### config.mk
export PLATFORM = sky130hd
export DESIGN_NAME = cfg_bus_master
export DESIGN_NICKNAME = d
export VERILOG_FILES = /design/src/rtl/cfg_bus_master_pkg.sv /design/src/rtl/cfg_cmd_fifo.sv /design/src/rtl/cfg_bus_master.sv
export SDC_FILE = /design/constraint.sdc
export NUM_CORES = 1
export LEC_CHECK = 0
export ABC_AREA = 1
export CORE_AREA = 4 4 85 87
export CTS_CLUSTER_SIZE = 28
export DETAILED_ROUTE_END_ITERATION = 8
export DIE_AREA = 0 0 89 91
export PLACE_DENSITY = 0.8
export SYNTH_ARGS = -nofsm -noshare
export SYNTH_HDL_FRONTEND = slang
export SYNTH_SLANG_ARGS = --single-unit
export TNS_END_PERCENT = 30
### constraint.sdc
create_clock -name clk -period 3.1 [get_ports clk]
set_input_delay 0.62 -clock clk [delete_from_list [all_inputs] [get_ports clk]]
set_output_delay 0.62 -clock clk [all_outputs]
set_load 0.01 [all_outputs]
### src/rtl/cfg_bus_master_pkg.sv
// rtl/cfg_bus_master_pkg.sv - shared widths, command record and FSM encodings for the cfg bus master
package cfg_bus_master_pkg;

    localparam int MSB              = 7;
    localparam int MSB_REGS_ADDRESS = 3;

    typedef enum logic [1:0] {
        ST_IDLE    = 2'd0,
        ST_ISSUE   = 2'd1,
        ST_RD_WAIT = 2'd2,
        ST_RESP    = 2'd3
    } cfg_state_t;

    typedef struct packed {
        logic                      write;
        logic [MSB_REGS_ADDRESS:0] addr;
        logic [MSB:0]              wdata;
    } cfg_cmd_t;

endpackage

### src/rtl/cfg_cmd_fifo.sv
// rtl/cfg_cmd_fifo.sv - command FIFO; pointers wrap naturally because DEPTH is a power of two
module cfg_cmd_fifo
    import cfg_bus_master_pkg::*;
#(
    parameter int DEPTH = 4
) (
    input  logic     clk,
    input  logic     rst_n,
    input  logic     push,
    input  cfg_cmd_t push_data,
    input  logic     pop,
    output cfg_cmd_t pop_data,
    output logic     full,
    output logic     empty
);

    localparam int            AW       = $clog2(DEPTH);
    localparam logic [AW:0]   FULL_CNT = (AW + 1)'(DEPTH);

    cfg_cmd_t        mem [DEPTH];
    logic [AW-1:0]   wr_ptr;
    logic [AW-1:0]   rd_ptr;
    logic [AW:0]     count;
    logic            push_ok;
    logic            pop_ok;

    assign full     = (count == FULL_CNT);
    assign empty    = (count == '0);
    assign push_ok  = push && !full;
    assign pop_ok   = pop && !empty;
    assign pop_data = mem[rd_ptr];

    always_ff @(posedge clk or negedge rst_n) begin
        if (!rst_n) begin
            wr_ptr <= '0;
            rd_ptr <= '0;
            count  <= '0;
        end else begin
            if (push_ok) wr_ptr <= wr_ptr + 1'b1;
            if (pop_ok)  rd_ptr <= rd_ptr + 1'b1;
            case ({push_ok, pop_ok})
                2'b10:   count <= count + 1'b1;
                2'b01:   count <= count - 1'b1;
                default: count <= count;
            endcase
        end
    end

    // Storage needs no reset: the pointers and count define what is valid.
    always_ff @(posedge clk) begin
        if (push_ok) mem[wr_ptr] <= push_data;
    end

endmodule

### src/rtl/cfg_bus_master.sv
// rtl/cfg_bus_master.sv - queues host commands and plays them one at a time onto the register-bank bus
module cfg_bus_master
    import cfg_bus_master_pkg::*;
#(
    parameter int RD_LATENCY = 0,
    parameter int FIFO_DEPTH = 4
) (
    input  logic                      clk,
    input  logic                      rst_n,
    input  logic                      cmd_valid,
    output logic                      cmd_ready,
    input  logic                      cmd_write,
    input  logic [MSB_REGS_ADDRESS:0] cmd_addr,
    input  logic [MSB:0]              cmd_wdata,
    output logic                      rsp_valid,
    input  logic                      rsp_ready,
    output logic                      rsp_write,
    output logic [MSB:0]              rsp_rdata,
    output logic                      cfg_we,
    output logic [MSB_REGS_ADDRESS:0] cfg_addr,
    output logic [MSB:0]              cfg_data_in,
    input  logic [MSB:0]              cfg_rdata,
    output logic                      busy
);

    localparam int            CW   = (RD_LATENCY > 1) ? $clog2(RD_LATENCY) : 1;
    localparam logic [CW-1:0] LAST = CW'((RD_LATENCY > 0) ? RD_LATENCY - 1 : 0);

    cfg_state_t    state;
    cfg_state_t    state_nxt;
    cfg_cmd_t      push_data;
    cfg_cmd_t      pop_data;
    logic          fifo_full;
    logic          fifo_empty;
    logic          pop;
    logic          capture;
    logic          cnt_clr;
    logic          cnt_inc;
    logic          cur_write;
    logic [CW-1:0] cnt;

    assign push_data = '{write: cmd_write, addr: cmd_addr, wdata: cmd_wdata};

    cfg_cmd_fifo #(
        .DEPTH (FIFO_DEPTH)
    ) u_fifo (
        .clk       (clk),
        .rst_n     (rst_n),
        .push      (cmd_valid),
        .push_data (push_data),
        .pop       (pop),
        .pop_data  (pop_data),
        .full      (fifo_full),
        .empty     (fifo_empty)
    );

    assign cmd_ready = !fifo_full;
    assign cfg_we    = (state == ST_ISSUE) && cur_write;
    assign rsp_valid = (state == ST_RESP);
    assign busy      = !fifo_empty || (state != ST_IDLE);

    always_ff @(posedge clk or negedge rst_n) begin
        if (!rst_n) state <= ST_IDLE;
        else        state <= state_nxt;
    end

    always_comb begin
        state_nxt = state;
        pop       = 1'b0;
        capture   = 1'b0;
        cnt_clr   = 1'b0;
        cnt_inc   = 1'b0;
        case (state)
            ST_IDLE: begin
                if (!fifo_empty) begin
                    pop       = 1'b1;
                    state_nxt = ST_ISSUE;
                end
            end
            ST_ISSUE: begin
                if (cur_write || RD_LATENCY == 0) begin
                    capture   = 1'b1;
                    state_nxt = ST_RESP;
                end else begin
                    cnt_clr   = 1'b1;
                    state_nxt = ST_RD_WAIT;
                end
            end
            ST_RD_WAIT: begin
                if (cnt == LAST) begin
                    capture   = 1'b1;
                    state_nxt = ST_RESP;
                end else begin
                    cnt_inc   = 1'b1;
                end
            end
            ST_RESP: begin
                if (rsp_ready) state_nxt = ST_IDLE;
            end
            default: state_nxt = ST_IDLE;
        endcase
    end

    // cfg_addr/cfg_data_in only change on a pop, so they hold between transactions.
    always_ff @(posedge clk or negedge rst_n) begin
        if (!rst_n) begin
            cfg_addr    <= '0;
            cfg_data_in <= '0;
            cur_write   <= 1'b0;
            rsp_write   <= 1'b0;
            rsp_rdata   <= '0;
            cnt         <= '0;
        end else begin
            if (pop) begin
                cfg_addr    <= pop_data.addr;
                cfg_data_in <= pop_data.wdata;
                cur_write   <= pop_data.write;
            end
            if (capture) begin
                rsp_write <= cur_write;
                rsp_rdata <= cur_write ? '0 : cfg_rdata;
            end
            if (cnt_clr)      cnt <= '0;
            else if (cnt_inc) cnt <= cnt + 1'b1;
        end
    end

endmodule

==> results of run 1 <==
-- worst max-delay path, cell delays in order, from the launching register on --
cell	delay (ns)
dfrtp_1	0.42
inv_1	0.08
ha_1	0.27
nand3_1	0.18
clkdlybuf4s50_1	0.56
-- registers in the layout, summed over array words and instances, names as in the netlist --
name           cells
cfg_addr           4
cfg_data_in        8
cnt                1
cur_write          1
rsp_rdata          8
rsp_write          1
state              2
u_fifo.count       3
u_fifo.mem        52
u_fifo.rd_ptr      2
u_fifo.wr_ptr      2
-- cell usage after synthesis --
| master | n | area share |
|---|---|---|
| nand2_4 | 1 | 0.0030 |
| nor2_4 | 1 | 0.0030 |
| o21ai_0 | 10 | 0.013 |
| inv_4 | 1 | 0.0017 |
| nand2_1 | 134 | 0.13 |
| xor2_1 | 3 | 0.0070 |
| buf_4 | 4 | 0.0080 |
| nand2_8 | 1 | 0.0053 |
| nor2_1 | 5 | 0.0050 |
| nand3_1 | 31 | 0.041 |
| fa_1 | 1 | 0.0053 |
| dfrtp_1 | 32 | 0.21 |
| o21ai_1 | 1 | 0.0013 |
| edfxtp_1 | 52 | 0.42 |
| ha_1 | 10 | 0.033 |
| inv_1 | 70 | 0.070 |
| clkinv_1 | 1 | 0.0010 |
| buf_2 | 3 | 0.0040 |
| xnor2_1 | 2 | 0.0047 |
| nand2_2 | 5 | 0.0083 |
| inv_6 | 1 | 0.0023 |
| buf_8 | 1 | 0.0040 |
| buf_6 | 3 | 0.0090 |
| o21a_1 | 1 | 0.0020 |
| inv_2 | 2 | 0.0020 |
-- path summary, 6_finish.rpt --
check	from	endpoint	slack, ns	cells after the start
setup reg to reg	state[1]	u_fifo.count[2]	0.94	10
hold reg to reg	cfg_data_in[5]	cfg_data_in[5]	0.49	2
setup / recovery	state[0]	busy	0.62	4
hold / removal	cfg_data_in[5]	cfg_data_in[5]	0.49	2
max in group asynchronous	rst_n	u_fifo.rd_ptr[0]	2.14	2
min in group asynchronous	rst_n	cfg_data_in[5]	0.67	2
-- area by class of cell --
class                   count  share of cell area
clock inverters             6             0.01946
well taps                  77             0.02141
flip-flops and latches     84              0.5249
inverters                  75             0.06422
repair buffers             55              0.1190
multi-input cells         206              0.2227
clock buffers              10             0.02836
-- layout by cell type, fill, tap and decap left out --
master           count
inv_6                2
edfxtp_1            52
fa_1                 1
clkdlybuf4s50_1     49
o21a_1               1
bufinv_16            2
o21ai_0             10
nand3_1             31
nor2_4               1
buf_4                6
clkinv_4             1
clkinv_2             2
nand2_8              1
ha_1                10
clkbuf_8             9
clkinv_1             1
o21ai_1              1
inv_1               70
dfrtp_1             32
nand2_2              5
clkbuf_1             1
nor2_1               5
inv_4                1
xor2_1               3
nand2_4              1
nand2_1            134
xnor2_1              2
inv_2                2
-- cell families (layout without fill, tap and decap cells) --
kind of cell / Yosys count / after routing / share of synthesized area
buffers and inverters: 86 / 146 / 0.1022
and+or+nand+nor: 178 / 178 / 0.2003
DFF: 84 / 84 / 0.6304
AOI/OAI and AO/OA: 12 / 12 / 0.01669
adders and majority gates: 11 / 11 / 0.03873
xor gates and xnor gates: 5 / 5 / 0.01169
-- routing by layer --
layer,share of wire,GRT usage,vias up,wire length (um)
li1,-,-,1270,-
met3,0.064,0.03620,13,446
met2,0.50,0.3014,65,3464
met5,0,0,-,0
met1,0.42,0.2214,1127,2919
met4,0.016,0.1005,0,111
-- metrics by stage --
step	area (sq um)	setup WS, ns	util	hold WS, ns
6_report	4501	0.6226	0.7088	0.4924
5_1_grt	4501	0.5219	0.7088	0.5136
4_1_cts	4501	0.6019	0.7088	0.4934
3_5_place_dp	4285	0.8133	0.6749	0.4726
3_3_place_gp	4285	0.8657	0.6749	0.4641
2_1_floorplan	3747	1.094	-	0.3244
-- power breakdown --
part	internal [uW]	total [uW]	switching, uW
Clock	455	834	379
Sequential	1540	1730	193
Combinational	687	1680	990
Total	2680	4240	1560
==> summary.txt, run 1 <==
Timing
  – Max Freq: roughly 400 MHz
  – Min Tclk post-route: 2.477 ns
  – Final Slew Violations: 0
  – Fin Clk Skew: 0.005724 ns
  – Post-route clock period utilization: 0.7992
  – Hold Vio Cnt, Final: 0
  – Worst Max-Slew Pin Slew: 0.6355 ns
  – Setup tns final: 0 ns
  – RSZ-0062 raised after global routing: false
  – Final setup violation count: 0
  – Slew Limit Headroom: 0.5764

Synthesis
  – Syn_nets: 412
  – Mapped cell area: 3747 sq um
  – Synth Area per Inst: 9.966 sq um
  – Seq/Total Area, Yosys: 0.6304
  – Post-Synthesis Cells: 376
  – Synth unique cells: 25
  – Post-synthesis register bit count: 84
  – Ys Warns: 0

Setup path
  – CP Class: reg -> out
  – CP Launch Type: flip-flop
  – Crit end category: output port
  – Crit-path max FO: 5
  – CP Data Arrival Time: 1.86 ns
  – Critical Path RT: 2.48 ns

Final layout
  – Share of post-route cells with drive strength above 1: 0.07569
  – Footprint of the multi-input gates: 1002 sq um
  – Nets: around 470
  – FF+latch area: 2362 sq um
  – Layout Cells excl Fill: 513
  – Area Overhead vs Synth: 20.10%
  – Fill cells: 449
  – N_diodes: 0

Routing
  – Drt pass-1 iters: 4
  – Remaining DRCs: 0
  – DRT Wirelength: 6942 um
  – Routed WL per cell: 13.53 um
  – Iter 0 DRT Violations: 172
  – Antenna-violating nets left: 0
  – Via count: 2475
  – Via/cell ratio: 4.825

Placed design
  – Final Wtd Congestion: 0.7328
  – DP Wirelength: between 4000 and 5000 um
  – I/O Buffers: 49
  – Placed cells: 497

Floorplan
  – Full die area: 8099 sq um
  – Chip width: 89 um
  – Core area: about 6300 sq um
  – Std cell rows: 29
  – Die height: 91 um
  – I/O pin count: 50
  – Initial Util: 0.5901

Global routing
  – First-pass GRT wire length: 11060 um
  – Largest net degree at the start of global routing: 33
  – Initial antenna violation count: 0
  – Total track usage: 0.1824
  – Vias in the first global route: between 2000 and 2500
  – Gr ovfl total: 0

Clock network
  – Post_cts resized: 0
  – Cts bufs inserted: 9
  – CTS Hold Bufs: 0
  – Num Clock Sinks: 84
  – Clk_lat worst skew: 0.35 ns
  – Post-CTS Setup Bufs: 0
  – H-Tree Level Count: 3
  – Worst-path clk slew: roughly 0.080 ns
  – Clock Path Buffers: 2
  – CTS Root Cell: clkbuf_8
  – CTS tree: done

Outcome
  – Status: complete, no violations

Hold path
  – Hold WC Path Type: reg -> reg

Power and ir drop
  – P_leak: roughly 0.0021 uW
  – Peak supply drop: 0.5710 mV
  – Final Power: around 4200 uW
  – PD cells: between 900 and 1000 nW/um^2

Flow run
  – Maximum Capacitance Violations: 0
Note: power is estimated with default switching activity, not from simulation.
==> inputs of run 2 (changes only) <==
--- a/config.mk
+++ b/config.mk
@@ -6,11 +6,11 @@
 export NUM_CORES = 1
 export LEC_CHECK = 0
 export ABC_AREA = 1
-export CORE_AREA = 4 4 85 87
+export CORE_AREA = 4 4 88 90
 export CTS_CLUSTER_SIZE = 28
 export DETAILED_ROUTE_END_ITERATION = 8
-export DIE_AREA = 0 0 89 91
-export PLACE_DENSITY = 0.8
+export DIE_AREA = 0 0 92 94
+export PLACE_DENSITY = 0.75
 export SYNTH_ARGS = -nofsm -noshare
 export SYNTH_HDL_FRONTEND = slang
 export SYNTH_SLANG_ARGS = --single-unit
==> constraint.sdc (replaced) <==
create_clock -name clk -period 2.3 [get_ports clk]
set_input_delay 0.46 -clock clk [delete_from_list [all_inputs] [get_ports clk]]
set_output_delay 0.46 -clock clk [all_outputs]
set_load 0.01 [all_outputs]
==> run 2 against run 1 <==
  * Power up 33%
  * Critical path depth up 1
  * Register-to-register slack worse by 0.74 ns
  * Clock-buffer cell count down 1
  * Critical path type unchanged
  * Largest power group is now combinational logic
  * Die area up 6.8%
  * Sequential cell count unchanged
  * Combinational power up 38%
  * Worst setup slack worse by 0.48 ns
==> summary.txt, run 2 (same netlist as run 1, synthesis figures left out) <==
Flow run
  – Maximum Capacitance Violations: 0

Timing
  – Max Freq: 463.7 MHz
  – Fin Clk Skew: 0.004804 ns
  – Hold Vio Cnt, Final: 0
  – Setup ws final: 0.1434 ns
  – Final Slew Violations: 0
  – Min Tclk post-route: 2.157 ns
  – Worst Max-Slew Pin Slew: 0.4087 ns
  – Post-route clock period utilization: 0.9376
  – Slew Limit Headroom: 0.7275
  – Setup tns final: 0 ns
  – RSZ-0062 raised after global routing: false
  – Final setup violation count: 0

Placed design
  – Final Wtd Congestion: 0.7729
  – DP Wirelength: 4756 um
  – Placed cells: 520
  – Pre-CTS WS: 0.1633 ns
  – I/O Buffers: 49

Setup path
  – FF-to-FF Start: state[1]
  – CP Class: reg -> out
  – R2R Setup Slk: 0.20 ns
  – Crit end category: output port
  – CP Launch Type: flip-flop
  – Critical Path Start: state[1]
  – CP Data Arrival Time: 1.70 ns
  – Critical Path RT: 1.84 ns
  – Crit-path max FO: 5

Final layout
  – Fill cells: between 500 and 600
  – N_diodes: 0
  – Share of post-route cells with drive strength above 1: 0.08447
  – Largest Register: u_fifo.mem
  – Most frequent cells in the layout: 134 x nand2_1, 70 x inv_1, 52 x edfxtp_1
  – Area Overhead vs Synth: 20.93%
  – Layout Cells excl Fill: between 500 and 600
  – Largest registers: u_fifo.mem x52, cfg_data_in x8, rsp_rdata x8
  – Most common cell after layout, fill and taps aside: nand2_1
  – Nets: approximately 470
  – Largest register FFs: 52
  – Final core occ: 0.6420

Clock network
  – CTS Hold Bufs: 0
  – Worst-path clk slew: 0.08 ns
  – CTS tree: done
  – Clk_lat worst skew: between 0.3 and 0.4 ns
  – H-Tree Level Count: 3
  – Num Clock Sinks: 84
  – CTS Root Cell: clkbuf_8
  – Cts bufs inserted: 9
  – Clock Path Buffers: 2

Routing
  – Routed WL per cell: 12.95 um
  – Via/cell ratio: roughly 4.6
  – DRT Wirelength: between 6000 and 7000 um
  – Antenna-violating nets left: 0
  – Remaining DRCs: 0
  – Drt pass-1 iters: 4
  – Via count: 2461
  – Iter 0 DRT Violations: 146

Outcome
  – Status: complete, no violations

Floorplan
  – Std cell rows: 31
  – I/O pin count: 50
  – Full die area: 8648 sq um
  – Chip width: 92 um
  – Core area: just over 7000 sq um
  – Initial Util: 0.5308
  – Die height: 94 um

Global routing
  – GR Layer Usage met1: 0.2142
  – M2 GR Usage: 0.2883
  – Vias in the first global route: 2491
  – Initial antenna violation count: 0
  – Largest net degree at the start of global routing: 33
  – Grt peak-use layer: met2
  – Gr ovfl total: 0
  – GR Util met3: 0.04167
  – First-pass GRT wire length: 11540 um
  – Total track usage: 0.1716

Power and ir drop
  – Internal power: 3529 uW
  – Register share of total power: 0.408
  – Clock power share: 0.183
  – P_leak: ~0.0021 uW
  – Peak supply drop: 0.5240 mV
  – Final Power: 5662 uW
  – Net Sw Frac: 0.3768
  – PD cells: 1249 nW/um^2
  – Logic pwr share: 0.409
  – NetSw: 2133 uW

Hold path
  – HP Start: cfg_data_in[0]
  – Hold WC Path Type: reg -> reg
run 2: worst max-delay path, cell delays in order, from the launching register on:
cell and delay, ns:
dfrtp_1 0.43, inv_1 0.11, ha_1 0.18, nand2_1 0.06
inv_1 0.04, clkdlybuf4s50_1 0.52
run 2: routing by layer:
metal	vias up	wire, um
li1	1271	-
met1	1129	3180
met2	54	3372
met3	7	309
met4	0	92
met5	-	0
run 2: area by class of cell:
type	instances	area, sq um	share of cell area
repair buffers	57	553.0	0.1220
flip-flops and latches	84	2362	0.5213
clock buffers	9	123.9	0.02733
clock inverters	7	75.07	0.01657
multi-input cells	206	1005	0.2217
inverters	75	289.0	0.06378
well taps	99	123.9	0.02733
run 2: what timing repair did:
action                                  CTS  global route
gates resized for setup                   1             1
buffers inserted                          1             0
endpoints found under the setup margin    1             1
run 2: stage by stage:
step	area [sq um]	hold slack, ns
3_5_place_dp	4320	0.4691
4_1_cts	4529	0.4908
3_3_place_gp	4320	0.4622
5_1_grt	4532	0.5228
6_report	4532	0.4891
2_1_floorplan	3747	0.1644
run 2: worst paths after layout:
kind | end | cells past startpoint
setup / recovery | cfg_we | 5
hold / removal | cfg_data_in[0] | 2
setup reg to reg | u_fifo.count[2] | 10
hold reg to reg | cfg_data_in[0] | 2
max in group asynchronous | cfg_data_in[6] | 2
min in group asynchronous | rsp_rdata[0] | 2
run 2: power by group through the flow:
stage	Clock, uW	Combinational [uW]	Sequential [uW]
global placement	0	2230	2330
CTS	1070	2350	2310
detailed placement	0	2310	2350
finish	1040	2320	2310
global route	1120	2630	2360
floorplan	0	1530	2360
==> inputs of run 3 (changes only) <==
--- a/config.mk
+++ b/config.mk
@@ -6,11 +6,12 @@
 export NUM_CORES = 1
 export LEC_CHECK = 0
 export ABC_AREA = 1
-export CORE_AREA = 4 4 88 90
+export CORE_AREA = 4 4 87 89
+export CTS_BUF_LIST = sky130_fd_sc_hd__clkbuf_4
 export CTS_CLUSTER_SIZE = 28
 export DETAILED_ROUTE_END_ITERATION = 8
-export DIE_AREA = 0 0 92 94
-export PLACE_DENSITY = 0.75
+export DIE_AREA = 0 0 91 93
+export PLACE_DENSITY = 0.77
 export SYNTH_ARGS = -nofsm -noshare
 export SYNTH_HDL_FRONTEND = slang
 export SYNTH_SLANG_ARGS = --single-unit
==> run 3 against run 2 <==
  * Largest cell class unchanged
  * Highest routed layer unchanged
  * Design area shrank 1.5%
  * Power down 2.3%
  * Sequential cell count is the same
  * Non-clock buffer count up 1
==> summary.txt, run 3 (same netlist as run 1, synthesis figures left out) <==
Outcome
  – Status: complete, no violations

Timing
  – Setup tns final: 0 ns
  – Slew Limit Headroom: 0.4578
  – Post-route clock period utilization: 0.9413
  – Fin Clk Skew: 0.01786 ns
  – Max Freq: 461.9 MHz
  – Final setup violation count: 0
  – Min Tclk post-route: 2.165 ns
  – Final Slew Violations: 0
  – Worst Max-Slew Pin Slew: 0.8132 ns
  – RSZ-0062 raised after global routing: false
  – Hold Vio Cnt, Final: 0

Clock network
  – Num Clock Sinks: 84
  – Clock Path Buffers: 2
  – CTS tree: done
  – Clk_lat worst skew: approximately 0.45 ns
  – CTS Hold Bufs: 0
  – Worst-path clk slew: 0.14 ns
  – CTS Root Cell: clkbuf_4
  – H-Tree Level Count: 3
  – Cts bufs inserted: 9

Setup path
  – Crit end category: output port
  – R2R Setup Slk: 0.18 ns
  – CP Data Arrival Time: 1.71 ns
  – Critical Path Start: state[1]
  – Critical Path RT: ~1.8 ns
  – Crit-path max FO: 4
  – FF-to-FF Start: state[1]
  – CP Launch Type: flip-flop
  – CP Class: reg -> out

Floorplan
  – Std cell rows: 30
  – Initial Util: 0.5546
  – I/O pin count: 50
  – Full die area: roughly 8500 sq um
  – Die height: 93 um
  – Core area: between 6000 and 7000 sq um
  – Chip width: 91 um

Placed design
  – DP Wirelength: 4813 um
  – Final Wtd Congestion: 0.7712
  – I/O Buffers: 49

Flow run
  – Maximum Capacitance Violations: 0

Final layout
  – Nets: 470
  – Largest register FFs: 52
  – Final core occ: 0.6609
  – Largest registers: u_fifo.mem x52, cfg_data_in x8, rsp_rdata x8
  – Most frequent cells in the layout: 134 x nand2_1, 70 x inv_1, 52 x edfxtp_1
  – Most common cell after layout, fill and taps aside: nand2_1
  – N_diodes: 0
  – Fill cells: 512
  – Share of post-route cells with drive strength above 1: 0.08884
  – Area Overhead vs Synth: 19.17%
  – Largest Register: u_fifo.mem

Power and ir drop
  – Clock power share: 0.158
  – Logic pwr share: 0.418
  – Net Sw Frac: 0.3879
  – Peak supply drop: 0.5326 mV
  – PD cells: 1239 nW/um^2
  – Register share of total power: 0.424
  – Internal power: between 3000 and 4000 uW
  – NetSw: 2146 uW
  – P_leak: 0.002137 uW

Routing
  – Remaining DRCs: 0
  – Routed WL per cell: about 14 um
  – Via/cell ratio: 4.834
  – Via count: 2509
  – Iter 0 DRT Violations: 162
  – Drt pass-1 iters: 4
  – Antenna-violating nets left: 0
  – DRT Wirelength: 7104 um

Global routing
  – Total track usage: 0.1801
  – Largest net degree at the start of global routing: 33
  – First-pass GRT wire length: 11900 um
  – Gr ovfl total: 0
  – Vias in the first global route: 2461
  – Initial antenna violation count: 0

Hold path
  – Hold WC Path Type: in -> async
-- run 3: layout make-up --
class                      count  area (sq um)  share of cell area
tap                           80         100.1             0.02242
multi-input combinational    206          1007              0.2256
sequential                    84          2362              0.5290
timing repair buffer          58         559.3              0.1252
inverter                      75         289.0             0.06472
clock buffer                  10         75.07             0.01681
clock inverter                 6         72.57             0.01625
-- run 3: routing by layer --
layer	track usage	wire [um]	vias up
met5	0	0	-
met4	0.06784	111	0
met3	0.04264	391	13
met2	0.2992	3491	54
met1	0.2311	3110	1168
li1	-	-	1274
-- run 3: power groups by stage --
stage | combinational [uW] | sequential [uW] | clock [uW]
2_1_floorplan | 1530 | 2360 | 0
3_3_place_gp | 2210 | 2370 | 0
3_5_place_dp | 2290 | 2400 | 0
4_1_cts | 2330 | 2350 | 888
5_1_grt | 2620 | 2400 | 969
6_report | 2310 | 2350 | 873
-- run 3: worst paths after layout --
path,cells past startpoint,to
min in group clk,2,cfg_data_in[4]
setup reg to reg,10,u_fifo.count[2]
max in group asynchronous,2,cfg_data_in[7]
hold reg to reg,2,cfg_data_in[4]
hold / removal,2,cfg_addr[0]
setup / recovery,4,busy
-- run 3: critical path, stage by stage, from the launching register on --
cell and delay (ns):
dfrtp_1 0.44, inv_1 0.10, ha_2 0.25, nand3_1 0.16
dlygate4sd2_1 0.32
-- run 3: repair_timing --
action,CTS,global route
setup buffers,1,1
gates resized for setup,2,2
endpoints found under the setup margin,1,1
cloned,0,0
-- run 3: per-stage QoR --
| stage | hold slack (ns) | instance area, sq um | power (uW) | setup slack, ns | instances |
|---|---|---|---|---|---|
| final | 0.3981 | 4466 | 5531 | 0.1350 | 519 |
| after global routing | 0.4231 | 4466 | 5985 | 0.03240 | 519 |
| after floorplan | 0.1644 | 3747 | 3886 | 0.2937 | 376 |
| after detailed placement | 0.4734 | 4297 | 4684 | 0.1511 | 501 |
| after global placement | 0.4634 | 4297 | 4581 | 0.2257 | 501 |
| after CTS | 0.4047 | 4453 | 5571 | 0.05083 | 518 |
